## src/rtl/gencon_pkg.sv

```systemverilog
// Shared definitions for the gencon keypad calculator: operator codes,
// controller states and the decimal digit-append helper.
package gencon_pkg;

  localparam logic [2:0] OP_NONE = 3'b000;
  localparam logic [2:0] OP_ADD  = 3'b001;
  localparam logic [2:0] OP_SUB  = 3'b010;
  localparam logic [2:0] OP_MUL  = 3'b100;

  typedef enum logic [2:0] {
    OP1       = 3'd0,
    OP2       = 3'd1,
    CALC_ADD  = 3'd2,
    CALC_MULT = 3'd3,
    DONE      = 3'd4
  } state_t;

  // Shift one decimal digit into an operand; the product wraps at 16 bits.
  function automatic logic [15:0] append_digit(input logic [15:0] value,
                                               input logic [3:0]  digit);
    return value * 16'd10 + {12'd0, digit};
  endfunction

endpackage

```

## src/rtl/gencon_mult.sv

```systemverilog
// Iterative shift-add multiplier. A start pulse loads the operands; sixteen
// cycles later finish pulses for one cycle with the low 16 product bits held.
module gencon_mult (
  input  logic        clk,
  input  logic        nRST,
  input  logic        start,
  input  logic [15:0] mult_a,
  input  logic [15:0] mult_b,
  output logic        finish,
  output logic [15:0] product
);

  logic [15:0] mcand;
  logic [15:0] mplier;
  logic [15:0] acc;
  logic [15:0] acc_next;
  logic [3:0]  count;
  logic        busy;

  assign acc_next = acc + (mplier[0] ? mcand : 16'd0);
  assign product  = acc;

  // Load on start, then add the shifted multiplicand for each set multiplier bit.
  always_ff @(posedge clk) begin
    if (!nRST) begin
      busy   <= 1'b0;
      finish <= 1'b0;
      acc    <= '0;
      mcand  <= '0;
      mplier <= '0;
      count  <= '0;
    end else begin
      finish <= 1'b0;
      if (start) begin
        acc    <= '0;
        mcand  <= mult_a;
        mplier <= mult_b;
        count  <= '0;
        busy   <= 1'b1;
      end else if (busy) begin
        acc    <= acc_next;
        mcand  <= mcand << 1;
        mplier <= mplier >> 1;
        count  <= count + 4'd1;
        if (count == 4'd15) begin
          busy   <= 1'b0;
          finish <= 1'b1;
        end
      end
    end
  end

endmodule

```

## src/rtl/gencon.sv

```systemverilog
// Keypad calculator controller: builds two decimal operands from digit
// strobes, runs add/subtract inline or multiply on gencon_mult, shows result.
// Engine handshake: start_* is a one-cycle request with inputs stable while
// the controller waits in CALC_*; *_finish is a one-cycle done pulse that may
// coincide with the start pulse, and *_out is captured in that cycle.
module gencon (
  input  logic        clk,
  input  logic        nRST,
  input  logic [3:0]  keypad_input,
  input  logic        read_input,
  input  logic [2:0]  operator_input,
  input  logic        equal_input,
  output logic        complete,
  output logic [15:0] display_output,
  output logic [2:0]  dbg_state
);
  import gencon_pkg::*;

  state_t      state, state_next;
  logic [15:0] operand1, operand1_next;
  logic [15:0] operand2, operand2_next;
  logic [15:0] result, result_next;
  logic [2:0]  op_reg, op_next;
  logic        read_prev;
  logic        calc_started;
  logic        digit_edge;
  logic        op_valid;

  logic [15:0] ALU_in1, ALU_in2, ALU_out;
  logic        addOrSub, start_ALU, ALU_finish;
  logic [15:0] mult_in1, mult_in2, mult_out;
  logic        start_mult, mult_finish;

  assign digit_edge = read_input && !read_prev && (keypad_input <= 4'd9);
  assign op_valid   = (operator_input == OP_ADD) || (operator_input == OP_SUB) ||
                      (operator_input == OP_MUL);
  assign dbg_state  = state;

  // Start pulses only on the first cycle spent in a calculation state.
  assign start_ALU  = (state == CALC_ADD)  && !calc_started;
  assign start_mult = (state == CALC_MULT) && !calc_started;

  // Inline adder/subtractor: combinational, so it finishes with its start.
  assign ALU_in1    = operand1;
  assign ALU_in2    = operand2;
  assign addOrSub   = (op_reg == OP_SUB);
  assign ALU_out    = addOrSub ? (ALU_in1 - ALU_in2) : (ALU_in1 + ALU_in2);
  assign ALU_finish = start_ALU;

  assign mult_in1 = operand1;
  assign mult_in2 = operand2;

  gencon_mult u_mult (
    .clk     (clk),
    .nRST    (nRST),
    .start   (start_mult),
    .mult_a  (mult_in1),
    .mult_b  (mult_in2),
    .finish  (mult_finish),
    .product (mult_out)
  );

  // Next-state and next-datapath decode; an operator beats a same-cycle digit.
  always_comb begin
    state_next    = state;
    operand1_next = operand1;
    operand2_next = operand2;
    op_next       = op_reg;
    result_next   = result;
    case (state)
      OP1: begin
        if (op_valid) begin
          op_next       = operator_input;
          operand2_next = '0;
          state_next    = OP2;
        end else if (digit_edge) begin
          operand1_next = append_digit(operand1, keypad_input);
        end
      end
      OP2: begin
        if (equal_input) begin
          state_next = (op_reg == OP_MUL) ? CALC_MULT : CALC_ADD;
        end else if (digit_edge) begin
          operand2_next = append_digit(operand2, keypad_input);
        end
      end
      CALC_ADD: begin
        if (ALU_finish) begin
          result_next = ALU_out;
          state_next  = DONE;
        end
      end
      CALC_MULT: begin
        if (mult_finish) begin
          result_next = mult_out;
          state_next  = DONE;
        end
      end
      DONE: begin
        if (digit_edge) begin
          operand1_next = {12'd0, keypad_input};
          state_next    = OP1;
        end
      end
      default: state_next = OP1;
    endcase
  end

  // Display mux: the operand being edited, the held operand2, or the result.
  always_comb begin
    display_output = operand1;
    case (state)
      OP2, CALC_ADD, CALC_MULT: display_output = operand2;
      DONE:                     display_output = result;
      default:                  display_output = operand1;
    endcase
  end

  // State and datapath registers; complete is registered from the next state.
  always_ff @(posedge clk) begin
    if (!nRST) begin
      state        <= OP1;
      operand1     <= '0;
      operand2     <= '0;
      op_reg       <= OP_NONE;
      result       <= '0;
      read_prev    <= 1'b0;
      complete     <= 1'b0;
      calc_started <= 1'b0;
    end else begin
      state        <= state_next;
      operand1     <= operand1_next;
      operand2     <= operand2_next;
      op_reg       <= op_next;
      result       <= result_next;
      read_prev    <= read_input;
      complete     <= (state_next == DONE);
      calc_started <= (state == CALC_ADD) || (state == CALC_MULT);
    end
  end

endmodule

```

## config.mk

```make
export PLATFORM = sky130hd
export DESIGN_NAME = gencon
export DESIGN_NICKNAME = d
export VERILOG_FILES = /design/src/rtl/gencon_pkg.sv /design/src/rtl/gencon_mult.sv /design/src/rtl/gencon.sv
export SDC_FILE = /design/constraint.sdc
export NUM_CORES = 1
export LEC_CHECK = 0
export CAP_MARGIN = 20
export CORE_ASPECT_RATIO = 0.5
export CORE_MARGIN = 5
export CORE_UTILIZATION = 50
export CTS_CLUSTER_SIZE = 25
export DETAILED_ROUTE_END_ITERATION = 6
export DONT_BUFFER_PORTS = 1
export PLACE_DENSITY = 0.68
export SETUP_SLACK_MARGIN = 0.2
export SLEW_MARGIN = 20
export SYNTH_ARGS = -nofsm -noshare
export SYNTH_HDL_FRONTEND = slang
export SYNTH_HIERARCHICAL = 1
export SYNTH_SLANG_ARGS = --single-unit
```

## constraint.sdc

```tcl
create_clock -name clk -period 7.05 [get_ports clk]
set_clock_uncertainty 0.15 [all_clocks]
set_input_delay 0.705 -clock clk [delete_from_list [all_inputs] [get_ports clk]]
set_output_delay 0.705 -clock clk [all_outputs]
set_load 0.02 [all_outputs]
```

==> out/summary.json <==
{
  "clock_latency": {"value": 350, "unit": "ps"},
  "hold_path_startpoint": {"value": "nRST"},
  "max_cap_violations": {"value": 0},
  "synth_cell_type_count": {"value": 80},
  "cts_hold_buffers": {"value": 0},
  "grt_pass1_vias": {"value": 7106},
  "clockBufferDepth": {"value": 2},
  "criticalPathCategory": {"value": "register to register"},
  "setup_tns": {"value": 0, "unit": "ps"},
  "core_footprint": {"value": 17190, "unit": "µm²"},
  "hpwl": {"value": 16960, "unit": "µm"},
  "synth_top_family_by_area": {"value": "simple AND/OR/NAND/NOR gates"},
  "firstDrtPassIters": {"value": 6},
  "async_reset_ff_share": {"value": 0, "unit": "%"},
  "cp-endpoint": {"value": "ALU_in1[15]"},
  "global_route_wire_length_before_repair": {"value": 36760, "unit": "µm"},
  "slew_viol_final": {"value": 0},
  "netlist_top_cells_area": {"value": "dfxtp_1, ha_1, mux2i_1"},
  "antennaDiodeCount": {"value": 0},
  "clockRootBuffer": {"value": "clkbuf_16"},
  "violation_count_after_the_first_detailed_routing_iteration": {"value": 613},
  "drtAntennaViolNets": {"value": 0},
  "finalWirelength": {"value": 22960, "unit": "µm"},
  "finalCoreUtilization": {"value": 52.85, "unit": "%"},
  "timing.reg2reg.setup_slack": {"value": 3250, "unit": "ps"},
  "detailed_place.area": {"value": 8805, "unit": "µm²"},
  "vdd.ir_drop.worst": {"value": 0.1311, "unit": "mV"},
  "synth-compound-area-share": {"value": 20.38, "unit": "%"},
  "tritoncts_num_sinks": {"value": 111},
  "floorplan.initialDensity": {"value": 50.45, "unit": "%"},
  "mappedNetlistNets": {"value": 1176},
  "area_share_of_and_or_nand_nor_cells_after_synthesis": {"value": 22.18, "unit": "%"},
  "post-synth-top-area-cell": {"value": "dfxtp_1"},
  "fin_ws": {"value": 3247, "unit": "ps"},
  "global_route.overflow_total": {"value": 0},
  "cellPowerDensity": {"value": 154.8, "unit": "nW/µm²"},
  "die_area": {"value": 20230, "unit": "µm²"},
  "cp_data_required_time": {"value": 7180, "unit": "ps"},
  "grt_setup_unrepaired": {"value": "false"},
  "area_delta_synth_final": {"value": 4.762, "unit": "%"},
  "worstMarginPinSlew": {"value": 912.8, "unit": "ps"},
  "layout_worst_path_cycle_share": {"value": 53.94, "unit": "%"},
  "crit-reg2reg-capture": {"value": "ALU_in1[15]"},
  "post-cts-setup-buffers": {"value": 0},
  "syn_area": {"value": 8671, "unit": "µm²"},
  "io_pins": {"value": 31},
  "pin_count_of_the_biggest_net_entering_global_routing": {"value": 68},
  "gp_congestion": {"value": 0.9933},
  "finalNetCount": {"value": 1143},
  "synth_warnings": {"value": 6},
  "clk_pin_slew_worst_paths": {"value": 80, "unit": "ps"},
  "p_leak": {"value": 3.769, "unit": "nW"},
  "worst-endpoint-arrival": {"value": 3930, "unit": "ps"},
  "globalRouteTotalUtil": {"value": 22.50, "unit": "%"},
  "start_kind": {"value": "register"},
  "crit_path_max_fanout": {"value": 7},
  "portBuffers": {"value": 0},
  "seq_area_frac_synth": {"value": 25.63, "unit": "%"},
  "clock_tree_from_tritoncts": {"value": "built"},
  "standard_cell_row_count": {"value": 34},
  "htreeDepth": {"value": 3},
  "maxClockFrequency": {"value": 263.0, "unit": "MHz"},
  "via_count": {"value": 7595},
  "setup-violations-final": {"value": 0},
  "post_drt_via_cell_ratio": {"value": 5.929},
  "layout-drive-gt1-share": {"value": 5.158, "unit": "%"},
  "preCtsSetupSlack": {"value": 3309, "unit": "ps"},
  "synthCells": {"value": 1075},
  "postSynthAreaPerCell": {"value": 8.066, "unit": "µm²"},
  "reg2reg_from": {"value": "ALU_in1[1]"},
  "reg2regPathDepth": {"value": 11},
  "nFillCells": {"value": 1634},
  "min_path_type": {"value": "input port to register"},
  "antenna_violations_before_repair": {"value": 0},
  "post-route-drc-count": {"value": 0},
  "outcome": {"value": "finished, final reports clean"},
  "type_of_element_capturing_the_critical_path": {"value": "register"},
  "timing.critical_path.from": {"value": "ALU_in1[1]"},
  "die_height": {"value": 103.1, "unit": "µm"},
  "yosys_register_bits": {"value": 111},
  "die_x": {"value": 196.2, "unit": "µm"},
  "cts-buffers-inserted": {"value": 9},
  "slew_headroom": {"value": 38.37, "unit": "%"},
  "layout_min_cycle_time": {"value": 3803, "unit": "ps"},
  "synthAdderAreaFrac": {"value": 13.51, "unit": "%"},
  "report.final.hold_viol_count": {"value": 0},
  "synth_edf_count": {"value": 0},
  "netlist.area_leader.share": {"value": 25.63, "unit": "%"},
  "post_cts_resize_count": {"value": 0},
  "synth_flop_cell": {"value": "dfxtp_1"},
  "design_area": {"value": 9084, "unit": "µm²"},
  "wire_per_inst": {"value": 17.92, "unit": "µm"},
  "yosys.area_share.xor_xnor": {"value": 8.384, "unit": "%"},
  "synth_mux_area_share": {"value": 6.046, "unit": "%"}
}
## synth_stat cells (all sizes together) (6+ instances only)
library cell,instances
nand2,101
clkbuf,44
o22ai,22
nor2b,15
o31ai,9
fa,6
a31oi,7
nor3,15
xnor2,54
xor2,29
inv,27
nor2,114
and2,51
a211oi,12
mux2i,49
nor3b,8
a22oi,10
nand4,8
o21ai,69
nand3,36
and3,7
nand2b,10
o211ai,6
buf,7
dfxtp,111
a21oi,66
a311oi,7
a21o,23
ha,84
## kinds of logic (layout without fill, tap and decap cells)
group | Yosys count | count (layout)
and+or+nand+nor | 387 | 387
AOI/OAI and AO/OA | 273 | 273
DFF | 111 | 111
adders and majority gates | 90 | 90
xor gates and xnor gates | 83 | 83
buffers and inverters | 79 | 51
muxes | 52 | 52
## cells in the final DEF, fill, tap and decap left out, types with 9 or more instances in the layout
cell       count
xor2_1        29
a211oi_1      11
inv_1         27
o21ai_0       63
nor2b_1       15
dfxtp_1      110
a21o_1        21
ha_1          84
a21oi_1       64
nand2b_1      10
nand2_1      101
o31ai_1        9
clkbuf_16      9
nor2_1       113
and2_1        50
nor3_1        14
xnor2_1       54
o22ai_1       22
a22oi_1       10
nand3_1       34
mux2i_1       49
## through the flow
| step | std cells | power, mW | hold WS (ps) |
|---|---|---|---|
| finish | 1281 | 1.406 | 327.0 |
| global route | 1281 | 1.464 | 316.8 |
| CTS | 1281 | 1.408 | 314.0 |
| detailed placement | 1265 | 0.9221 | 319.9 |
| global placement | 1265 | 0.9187 | 314.6 |
| floorplan | 1075 | 0.8715 | 290.2 |
## worst max-delay path: stages (launching register included)
cell and delay [ps]:
dfxtp_1 500, ha_1 290, ha_1 260, fa_1 460, and3_1 230, o21ai_0 370, nand4b_4 180, nor4_4 300
nand3_2 150, or4_4 540, and2_4 170, o211ai_2 140
## worst min path at each step
stage | endpoint | depth (start not counted) | slack (ps)
floorplan | u_mult/product[15] | 2 | 290
finish | u_mult/mplier[10] | 1 | 330
detailed placement | result[15] | 2 | 320
CTS | u_mult/mcand[15] | 1 | 310
global placement | result[15] | 2 | 310
global route | u_mult/mplier[11] | 1 | 320
## where the power goes
group | leakage [nW] | internal [mW] | total [mW] | switching (mW)
clock network | 0.129 | 0.243 | 0.492 | 0.249
logic | 2.74 | 0.0918 | 0.261 | 0.169
registers | 0.896 | 0.637 | 0.653 | 0.0163
## layout make-up
cell class,instances,area (µm²),area share [%]
clock inverter,7,53.80,0.5923
inverter,28,105.1,1.157
sequential,111,2223,24.48
multi-input combinational,885,6131,67.49
timing repair buffer,7,52.55,0.5785
clock buffer,9,225.2,2.479
tap,234,292.8,3.223
## metal layers
layer / up-vias / share of wire, % / global-route usage (%)
met2: 226 / 44 / 36.78
met3: 29 / 7.4 / 5.224
met1: 3570 / 47 / 30.52
li1: 3770 / - / -
met5: - / 0 / 0
met4: 0 / 1.4 / 5.469
(Power assumes the default switching activity.)
